$ cat src/rtl/fetch_pkg.sv
// -----------------------------------------------------------------------------
// fetch_pkg
// Shared definitions for the instruction fetch controller:
//   - fetch_state_e   : fetch sequencer states (BOOT / RUN / FAULT)
//   - FETCH_NOP_INSTR : bubble instruction (addi x0,x0,0)
//   - FETCH_RESET_PC  : default PC after reset (text segment base)
//   - window_end()    : first byte address past the legal fetch window
//   - sat_inc()       : saturating 32-bit increment for event counters
// -----------------------------------------------------------------------------
package fetch_pkg;

    typedef enum logic [1:0] {
        ST_BOOT  = 2'b00,
        ST_RUN   = 2'b01,
        ST_FAULT = 2'b10
    } fetch_state_e;

    localparam logic [31:0] FETCH_NOP_INSTR = 32'h0000_0013;
    localparam logic [31:0] FETCH_RESET_PC  = 32'h0040_0000;

    // Computed in 64 bits so a window ending exactly at 2^32 does not wrap.
    function automatic logic [63:0] window_end(input logic [63:0] base,
                                               input logic [63:0] depth_words);
        return base + (depth_words << 2);
    endfunction

    function automatic logic [31:0] sat_inc(input logic [31:0] value);
        logic [31:0] result;
        if (value == 32'hFFFF_FFFF) begin
            result = value;
        end else begin
            result = value + 32'd1;
        end
        return result;
    endfunction

endpackage

$ cat src/rtl/fetch_window_check.sv
// -----------------------------------------------------------------------------
// fetch_window_check
// Combinational legality check of a fetch address against the ROM window
// [RESET_PC, RESET_PC + 4*MEMORY_DEPTH). The comparison uses the full address
// width (no truncation to ROM index bits).
// Ports:
//   addr      in  DATA_WIDTH  byte address to check
//   in_window out 1           address lies inside the ROM window
//   aligned   out 1           address is word aligned
// -----------------------------------------------------------------------------
module fetch_window_check
    import fetch_pkg::*;
#(
    parameter int                    DATA_WIDTH   = 32,
    parameter int                    MEMORY_DEPTH = 256,
    parameter logic [DATA_WIDTH-1:0] RESET_PC     = DATA_WIDTH'(FETCH_RESET_PC)
) (
    input  logic [DATA_WIDTH-1:0] addr,
    output logic                  in_window,
    output logic                  aligned
);

    localparam logic [63:0] WIN_BASE = 64'(RESET_PC);
    localparam logic [63:0] WIN_END  = window_end(WIN_BASE, 64'(MEMORY_DEPTH));

    logic [63:0] addr_wide_s;

    // Widen the address and compare against both window bounds.
    always_comb begin
        addr_wide_s = 64'(addr);
        in_window   = (addr_wide_s >= WIN_BASE) && (addr_wide_s < WIN_END);
        aligned     = (addr[1:0] == 2'b00);
    end

endmodule

$ cat src/rtl/instruction_fetch_ctrl.sv
// -----------------------------------------------------------------------------
// instruction_fetch_ctrl
// Fetch-stage sequencer: owns the PC, addresses the asynchronous ROM and
// captures the returned word into the IF/ID register. Next-PC sources are
// sequential (+4), stall-hold and branch/jump redirect. Out-of-window or
// misaligned fetches latch a sticky fault that only reset clears.
// Optional build macro FETCH_PERF_COUNTERS_EN adds saturating fetch, stall
// and flush counters (Fetch_Count_o, Stall_Count_o, Flush_Count_o).
// Ports:
//   clk, reset            clock, synchronous active-high reset
//   Stall_i               hold PC and IF/ID
//   Redirect_i/_PC_i      taken branch/jump and its target
//   Mem_Address_o         ROM byte address (the PC register)
//   Mem_Instruction_i     ROM read data, same cycle
//   IF_ID_PC_o/_Instruction_o/_Valid_o  IF/ID pipeline register
//   Fault_o, Fault_PC_o   sticky illegal-fetch flag and offending address
// -----------------------------------------------------------------------------
module instruction_fetch_ctrl
    import fetch_pkg::*;
#(
    parameter int                    DATA_WIDTH   = 32,
    parameter int                    MEMORY_DEPTH = 256,
    parameter logic [DATA_WIDTH-1:0] RESET_PC     = DATA_WIDTH'(FETCH_RESET_PC),
    parameter logic [DATA_WIDTH-1:0] NOP_INSTR    = DATA_WIDTH'(FETCH_NOP_INSTR)
) (
    input  logic                  clk,
    input  logic                  reset,
    input  logic                  Stall_i,
    input  logic                  Redirect_i,
    input  logic [DATA_WIDTH-1:0] Redirect_PC_i,
    output logic [DATA_WIDTH-1:0] Mem_Address_o,
    input  logic [DATA_WIDTH-1:0] Mem_Instruction_i,
    output logic [DATA_WIDTH-1:0] IF_ID_PC_o,
    output logic [DATA_WIDTH-1:0] IF_ID_Instruction_o,
    output logic                  IF_ID_Valid_o,
`ifdef FETCH_PERF_COUNTERS_EN
    output logic [31:0]           Fetch_Count_o,
    output logic [31:0]           Stall_Count_o,
    output logic [31:0]           Flush_Count_o,
`endif
    output logic                  Fault_o,
    output logic [DATA_WIDTH-1:0] Fault_PC_o
);

    localparam logic [DATA_WIDTH-1:0] PC_STEP = DATA_WIDTH'(4);

    fetch_state_e          state_r, state_nxt_s;
    logic [DATA_WIDTH-1:0] pc_r, pc_nxt_s;
    logic [DATA_WIDTH-1:0] ifid_pc_r, ifid_pc_nxt_s;
    logic [DATA_WIDTH-1:0] ifid_instr_r, ifid_instr_nxt_s;
    logic                  ifid_valid_r, ifid_valid_nxt_s;
    logic                  fault_r, fault_nxt_s;
    logic [DATA_WIDTH-1:0] fault_pc_r, fault_pc_nxt_s;

    logic [DATA_WIDTH-1:0] check_addr_s;
    logic                  check_in_window_s;
    logic                  check_aligned_s;

    // One checker serves both paths: in RUN a redirect takes priority, so the
    // target is checked then; otherwise the current PC is checked.
    always_comb begin
        if (Redirect_i) begin
            check_addr_s = Redirect_PC_i;
        end else begin
            check_addr_s = pc_r;
        end
    end

    fetch_window_check #(
        .DATA_WIDTH   (DATA_WIDTH),
        .MEMORY_DEPTH (MEMORY_DEPTH),
        .RESET_PC     (RESET_PC)
    ) u_window_check (
        .addr      (check_addr_s),
        .in_window (check_in_window_s),
        .aligned   (check_aligned_s)
    );

    // Next-state, next-PC and IF/ID selection.
    always_comb begin
        state_nxt_s      = state_r;
        pc_nxt_s         = pc_r;
        ifid_pc_nxt_s    = ifid_pc_r;
        ifid_instr_nxt_s = ifid_instr_r;
        ifid_valid_nxt_s = ifid_valid_r;
        fault_nxt_s      = fault_r;
        fault_pc_nxt_s   = fault_pc_r;
        case (state_r)
            ST_BOOT: begin
                // PC and the reset bubble are held while the ROM settles.
                state_nxt_s = ST_RUN;
            end
            ST_RUN: begin
                if (Redirect_i) begin
                    ifid_instr_nxt_s = NOP_INSTR;
                    ifid_valid_nxt_s = 1'b0;
                    if (!check_aligned_s) begin
                        state_nxt_s    = ST_FAULT;
                        fault_nxt_s    = 1'b1;
                        fault_pc_nxt_s = Redirect_PC_i;
                    end else begin
                        pc_nxt_s = Redirect_PC_i;
                    end
                end else if (Stall_i) begin
                    pc_nxt_s = pc_r;
                end else if (!(check_in_window_s && check_aligned_s)) begin
                    state_nxt_s      = ST_FAULT;
                    fault_nxt_s      = 1'b1;
                    fault_pc_nxt_s   = pc_r;
                    ifid_instr_nxt_s = NOP_INSTR;
                    ifid_valid_nxt_s = 1'b0;
                end else begin
                    ifid_pc_nxt_s    = pc_r;
                    ifid_instr_nxt_s = Mem_Instruction_i;
                    ifid_valid_nxt_s = 1'b1;
                    pc_nxt_s         = pc_r + PC_STEP;
                end
            end
            ST_FAULT: begin
                fault_nxt_s      = 1'b1;
                ifid_instr_nxt_s = NOP_INSTR;
                ifid_valid_nxt_s = 1'b0;
            end
            default: begin
                // An illegal state encoding is treated as a fault at the PC.
                state_nxt_s      = ST_FAULT;
                fault_nxt_s      = 1'b1;
                fault_pc_nxt_s   = pc_r;
                ifid_instr_nxt_s = NOP_INSTR;
                ifid_valid_nxt_s = 1'b0;
            end
        endcase
    end

    // State, PC, IF/ID and fault registers.
    always_ff @(posedge clk) begin
        if (reset) begin
            state_r      <= ST_BOOT;
            pc_r         <= RESET_PC;
            ifid_pc_r    <= {DATA_WIDTH{1'b0}};
            ifid_instr_r <= NOP_INSTR;
            ifid_valid_r <= 1'b0;
            fault_r      <= 1'b0;
            fault_pc_r   <= {DATA_WIDTH{1'b0}};
        end else begin
            state_r      <= state_nxt_s;
            pc_r         <= pc_nxt_s;
            ifid_pc_r    <= ifid_pc_nxt_s;
            ifid_instr_r <= ifid_instr_nxt_s;
            ifid_valid_r <= ifid_valid_nxt_s;
            fault_r      <= fault_nxt_s;
            fault_pc_r   <= fault_pc_nxt_s;
        end
    end

    assign Mem_Address_o       = pc_r;
    assign IF_ID_PC_o          = ifid_pc_r;
    assign IF_ID_Instruction_o = ifid_instr_r;
    assign IF_ID_Valid_o       = ifid_valid_r;
    assign Fault_o             = fault_r;
    assign Fault_PC_o          = fault_pc_r;

`ifdef FETCH_PERF_COUNTERS_EN
    logic        run_s, issue_s, stall_s, flush_s;
    logic [31:0] fetch_cnt_r, stall_cnt_r, flush_cnt_r;

    // Event qualifiers mirror the RUN priority order above.
    always_comb begin
        run_s   = (state_r == ST_RUN);
        flush_s = run_s && Redirect_i && check_aligned_s;
        stall_s = run_s && !Redirect_i && Stall_i;
        issue_s = run_s && !Redirect_i && !Stall_i && check_in_window_s && check_aligned_s;
    end

    // Saturating event counters.
    always_ff @(posedge clk) begin
        if (reset) begin
            fetch_cnt_r <= 32'd0;
            stall_cnt_r <= 32'd0;
            flush_cnt_r <= 32'd0;
        end else begin
            if (issue_s) fetch_cnt_r <= sat_inc(fetch_cnt_r);
            if (stall_s) stall_cnt_r <= sat_inc(stall_cnt_r);
            if (flush_s) flush_cnt_r <= sat_inc(flush_cnt_r);
        end
    end

    assign Fetch_Count_o = fetch_cnt_r;
    assign Stall_Count_o = stall_cnt_r;
    assign Flush_Count_o = flush_cnt_r;
`endif

endmodule
$ cat config.mk
export PLATFORM = sky130hd
export DESIGN_NAME = instruction_fetch_ctrl
export DESIGN_NICKNAME = d
export VERILOG_FILES = /design/src/rtl/fetch_pkg.sv /design/src/rtl/fetch_window_check.sv /design/src/rtl/instruction_fetch_ctrl.sv
export SDC_FILE = /design/constraint.sdc
export NUM_CORES = 1
export LEC_CHECK = 0
export ABC_AREA = 1
export BUFFER_PORTS_ARGS = -buffer_cell sky130_fd_sc_hd__buf_4
export CORE_ASPECT_RATIO = 1.4
export CORE_MARGIN = 3
export CORE_UTILIZATION = 25
export DETAILED_ROUTE_END_ITERATION = 10
export PLACE_DENSITY = 0.56
export SLEW_MARGIN = 40
export SYNTH_ARGS = -nofsm -noshare
export SYNTH_HDL_FRONTEND = slang
export SYNTH_SLANG_ARGS = --single-unit
$ cat constraint.sdc
create_clock -name clk -period 2.2 [get_ports clk]
set_input_delay 0.33 -clock clk [delete_from_list [all_inputs] [get_ports clk]]
set_output_delay 0.33 -clock clk [all_outputs]
set_load 0.02 [all_outputs]
==> flow_summary.yaml, run 1 <==
die:
  rows: 67
  die_x_um: 139.5
  dieArea_mm2: 0.02690
  start_util_pct: 25.74
  coreArea_mm2: 0.02423
  die_h_um: 192.9
  io_pins: 198
finish:
  drive_above_1_share_pct: 22.95
  final_cells: 1495
  fin_area_mm2: 0.008800
  diodes: 0
  fin_util_pct: 36.32
  nFillCells: 2634
  layout_commonest_cell: "nand2_1"
  nets: 1242
  layout_common_cells: "nand2_1, buf_4, nor2_1"
  synthToLayoutAreaGrowth_pct: 41.11
routing:
  via_per_inst: 4.409
  drtAntennaViolNets: 0
  first_pass_iters: 5
  dr_total_vias: 6592
  drc_errors: 0
  wl_per_cell_um: 14.38
  drt_wl_total_um: 21490
  drtIter0Drc: 365
job:
  timing.max_cap.violations: 0
synth:
  avgSynthCellArea_um2: 6.396
  synthesis.instances: 975
  synth_cell_types: 27
  synth_nets: 1044
  ys_seq_elements: 132
  synth_top_area_cell: "dfxtp_1"
  ys_seq_area_share_pct: 42.38
  yosysWarnings: 0
  synth_top_area_share_pct: 42.38
  syn_area_mm2: 0.006236
  yosys-top-cells-area: "dfxtp_1, nand2_1, nor2_1"
sta:
  fin_crit_ns: 1.957
  slew_violations: 0
  fmax_ghz: 0.5109
  holdWs_ns: 0.1579
  worst_slew_pin_slew_ns: 0.4748
  setup_viol: 0
  finClkSkew_ns: 0.01135
  hold_violations: 0
  relSlewSlack_pct: 68.35
  setup_tns_ns: 0
  rsz0062_at_grt: "no"
  period_share_pct: 88.96
power_and_ir_drop:
  max-vdd-ir-drop_mv: 0.5624
  pwr_density_cell_mw_per_mm2: 695.4
  p_leak_nw: 4.567
clock_tree:
  cts_buffers: 17
  cts-htree-levels: 4
  clkTransAtPathRegs_ns: 0.06
  cts_tree: "done"
  insertion_delay_ns: 0.43
  postCtsHoldBufs: 0
  cts_resized: 0
  cts_setup_buffers: 0
  clockBufferDepth: 2
  cts-root-buf: "clkbuf_16"
  clock-sinks: 132
status:
  status: "finished clean"
critical_path:
  critPathBufInv: 3
  critPathMaxFanout: 34
  crit_chain: "nand2_1, nor2_1, nand3_1, nor2_1, nand3_2, buf_4, nand3_1, buf_12, nand2_1, inv_1, nor2_1"
  cp_slowest_stage_delay_ns: 0.39
  end_kind: "register"
  startpoint_type: "register"
  cpMostUsedCell: "nor2_1"
  path_class: "register to register"
  crit_arrival_ns: 2.27
  cp_top_family: "simple AND/OR/NAND/NOR gates"
  worstRegToRegCells: 11
  cp_num_cells: 11
  cpMaxStageDelayCell: "dfxtp_1"
  required_ns: 2.52
min_path:
  whs_path_depth: 3
  hold_path_class: "input pin to register"
global_route:
  grt_max_degree: 90
  antenna_found_initial: 0
  grt_pass1_wl_um: 33550
  grt_pass1_vias: 6302
  grt-ovfl-total: 0
  grt.total_usage_pct: 15.84
placed_design:
  io_buffers: 197
  dp.cells: 1464
  routabilityCongestion: 0.8381
  placed_area_mm2: 0.008254
  dp_hpwl_um: 16130
## where the power goes
part           switching (mW)  internal, mW  leakage, nW
Combinational           0.555         0.369         3.24
Clock                    1.08          1.60        0.262
Sequential             0.0484          2.46         1.07
## registers in the layout, indices dropped and copies added (netlist names)
signal / count
IF_ID_Valid_o: 1
Fault_o: 1
IF_ID_PC_o: 32
IF_ID_Instruction_o: 32
state_r: 2
Fault_PC_o: 32
Mem_Address_o: 32
## logic make-up after synthesis
family	count (synthesis)	synth area share, %
AO/OA/AOI/OAI	118	9.831
flip-flops	132	42.38
AND/OR/NAND/NOR	536	35.51
buffers and inverters	188	12.08
adder cells (fa/ha/maj)	1	0.2006
## final timing paths
path,slack [ns],endpoint,startpoint
worst max register to register,0.24,Fault_PC_o[12],state_r[0]
worst min register to register,0.45,IF_ID_PC_o[19],IF_ID_PC_o[19]
worst max-delay path,0.24,Fault_PC_o[12],state_r[0]
worst min-delay path,0.16,IF_ID_Instruction_o[25],Mem_Instruction_i[25]
## through the flow
| stage | worst slack (ns) | total power, mW |
|---|---|---|
| floorplan | 0.3813 | 3.078 |
| global placement | 0.08103 | 3.503 |
| detailed placement | 0.05450 | 3.505 |
| CTS | 0.2142 | 6.228 |
| global route | 0.01363 | 6.414 |
| finish | 0.2428 | 6.120 |
## tightest hold or removal path: stages
cell and delay (ns):
buf_4 0.10, nand2_1 0.05, a21oi_1 0.05
## per-layer routing
| layer | up-vias | part of all wire (%) | track usage [%] |
|---|---|---|---|
| li1 | 3426 | - | - |
| met1 | 2952 | 39 | 17.58 |
| met2 | 193 | 52 | 28.91 |
| met3 | 21 | 7.1 | 5.007 |
| met4 | 0 | 1.6 | 4.744 |
| met5 | - | 0 | 0 |
## cells in the mapped netlist
cell      count
nand2_1     293
nor2_1      137
dfxtp_1     132
inv_1       127
a21oi_1      57
nand3_1      54
o21ai_0      50
nand4_1      37
clkbuf_1     31
buf_2        14
nor3_1        8
buf_1         6
o22ai_1       5
buf_4         4
a21boi_0      2
buf_6         2
clkinv_1      2
inv_2         2
nand2_2       2
nor2_4        2
o21a_1        2
a21oi_2       1
and3_1        1
ha_1          1
nand3_2       1
nand3b_1      1
o211ai_1      1
## final cells by class
class	count	area (µm²)	share of cell area (%)
clock buffer	22	464.2	5.275
clock inverter	9	81.33	0.9242
inverter	131	491.7	5.588
multi-input combinational	655	2848	32.36
sequential	132	2643	30.03
tap	310	387.9	4.408
timing repair buffer	236	1884	21.41
Note: power is estimated with default switching activity, not from simulation.
==> run 2, diff against run 1 <==
--- a/config.mk
+++ b/config.mk
@@ -8,7 +8,7 @@
 export ABC_AREA = 1
 export BUFFER_PORTS_ARGS = -buffer_cell sky130_fd_sc_hd__buf_4
 export CORE_ASPECT_RATIO = 1.4
-export CORE_MARGIN = 3
+export CORE_MARGIN = 2
 export CORE_UTILIZATION = 25
 export DETAILED_ROUTE_END_ITERATION = 10
 export PLACE_DENSITY = 0.56
==> run 2 against run 1 <==
- clock skew about the same
- power up 7.3%
- critical endpoint is now IF_ID_Instruction_o[10]
- clock-buffer cell count rose by 2
- global-route usage is 0.82 points higher
- critical path depth down 1
- combinational power hardly changed
- setup slack better by 0.027 ns
==> flow_summary.yaml, run 2 (synthesis gave the netlist of run 1 again) <==
status:
  status: "finished clean"
finish:
  multi_input_area_mm2: 0.002840
  diodes: 0
  synthToLayoutAreaGrowth_pct: 43.14
  nFillCells: 2618
  regArea_mm2: 0.002643
  layout_common_cells: "nand2_1, buf_4, nor2_1"
  fin_area_mm2: 0.008926
  nets: 1246
  drive_above_1_share_pct: 23.45
  layout_commonest_cell: "nand2_1"
die:
  io_pins: 198
  die_h_um: 190.9
  die_x_um: 137.5
  start_util_pct: 25.36
  dieArea_mm2: 0.02624
  rows: 68
  coreArea_mm2: 0.02459
placed_design:
  routabilityCongestion: 0.8467
  pre_cts_slack_ns: -0.03211
  placed_area_mm2: 0.008270
  dp_hpwl_um: 16070
  io_buffers: 197
routing:
  via_per_inst: 4.435
  drt_wl_total_um: 21530
  dr_total_vias: 6675
  first_pass_iters: 5
  drtAntennaViolNets: 0
  drc_errors: 0
  drtIter0Drc: 318
  wl_per_cell_um: 14.31
clock_tree:
  cts-root-buf: "clkbuf_16"
  clkTransAtPathRegs_ns: 0.06
  cts_setup_buffers: 0
  insertion_delay_ns: 0.42
  cts_resized: 0
  cts-htree-levels: 4
  clock-sinks: 132
  postCtsHoldBufs: 0
  cts_tree: "done"
  cts_buffers: 17
  clockBufferDepth: 2
global_route:
  grt_max_degree: 90
  grt.total_usage_pct: 16.67
  grt_pass1_vias: 6421
  grt_pass1_wl_um: 33530
  grt-ovfl-total: 0
  antenna_found_initial: 0
critical_path:
  path_class: "register to register"
  critPathMaxFanout: 25
  r2r_start: "state_r[0]"
  crit_start: "state_r[0]"
  startpoint_type: "register"
  crit_arrival_ns: 2.28
  end_kind: "register"
  required_ns: 2.55
sta:
  setup_slack_ns: 0.2702
  period_share_pct: 87.72
  relSlewSlack_pct: 67.61
  slew_violations: 0
  hold_violations: 0
  fin_crit_ns: 1.930
  rsz0062_at_grt: "no"
  finClkSkew_ns: 0.01143
  fmax_ghz: 0.5182
  worst_slew_pin_slew_ns: 0.4808
  holdWs_ns: 0.1633
  setup_viol: 0
power_and_ir_drop:
  max-vdd-ir-drop_mv: 0.5786
  p_leak_nw: 4.644
  pwr_density_cell_mw_per_mm2: 735.4
job:
  timing.max_cap.violations: 0
min_path:
  hold_start: "Mem_Instruction_i[23]"
  hold_path_class: "input pin to register"
## run 2: worst max-delay path, stage by stage, from the launching register on
cell and delay [ns]:
dfxtp_1 0.36, nand2_1 0.21, nor2_1 0.17, nand3_1 0.09, nor2_1 0.13, nand3_2 0.19, buf_4 0.23, nor2_4 0.12
buf_12 0.17, nand2_1 0.06, a21oi_1 0.13
## run 2: path summary, 6_finish.rpt
kind / to / slack [ns] / depth (start not counted)
max: IF_ID_Instruction_o[10] / 0.27 / 10
min: IF_ID_Instruction_o[23] / 0.16 / 3
max reg2reg: IF_ID_Instruction_o[10] / 0.27 / 10
min reg2reg: IF_ID_PC_o[28] / 0.46 / 2
## run 2: final cells by class
type                            instances  share of cell area [%]
Timing Repair Buffer                  240                   21.31
Sequential cell                       132                   29.60
Inverter                              131                   5.509
Tap cell                              315                   4.415
Clock buffer                           24                   5.733
Multi-Input combinational cell        655                   31.82
Clock inverter                          8                   1.612
## run 2: metrics by stage
step / total power, mW / setup TNS (ns) / instances / utilization [%]
finish: 6.565 / 0 / 1505 / 36.30
CTS: 6.677 / 0 / 1505 / 36.30
floorplan: 3.078 / 0 / 975 / -
global placement: 3.501 / 0 / 1473 / 33.64
global route: 6.877 / 0 / 1505 / 36.30
detailed placement: 3.502 / -0.3361 / 1473 / 33.64
## run 2: power by group
group / switching [mW] / total [mW] / leakage [nW] / internal, mW
Combinational: 0.556 / 0.926 / 3.25 / 0.370
Clock: 1.05 / 3.13 / 0.326 / 2.08
Sequential: 0.0461 / 2.51 / 1.07 / 2.46
## run 2: routing by layer
metal / up-vias / wire length [µm] / track usage, %
met4: 0 / 533 / 6.186
li1: 3441 / - / -
met3: 27 / 1563 / 5.130
met1: 3022 / 8246 / 18.12
met5: - / 0 / 0
met2: 185 / 11190 / 29.93
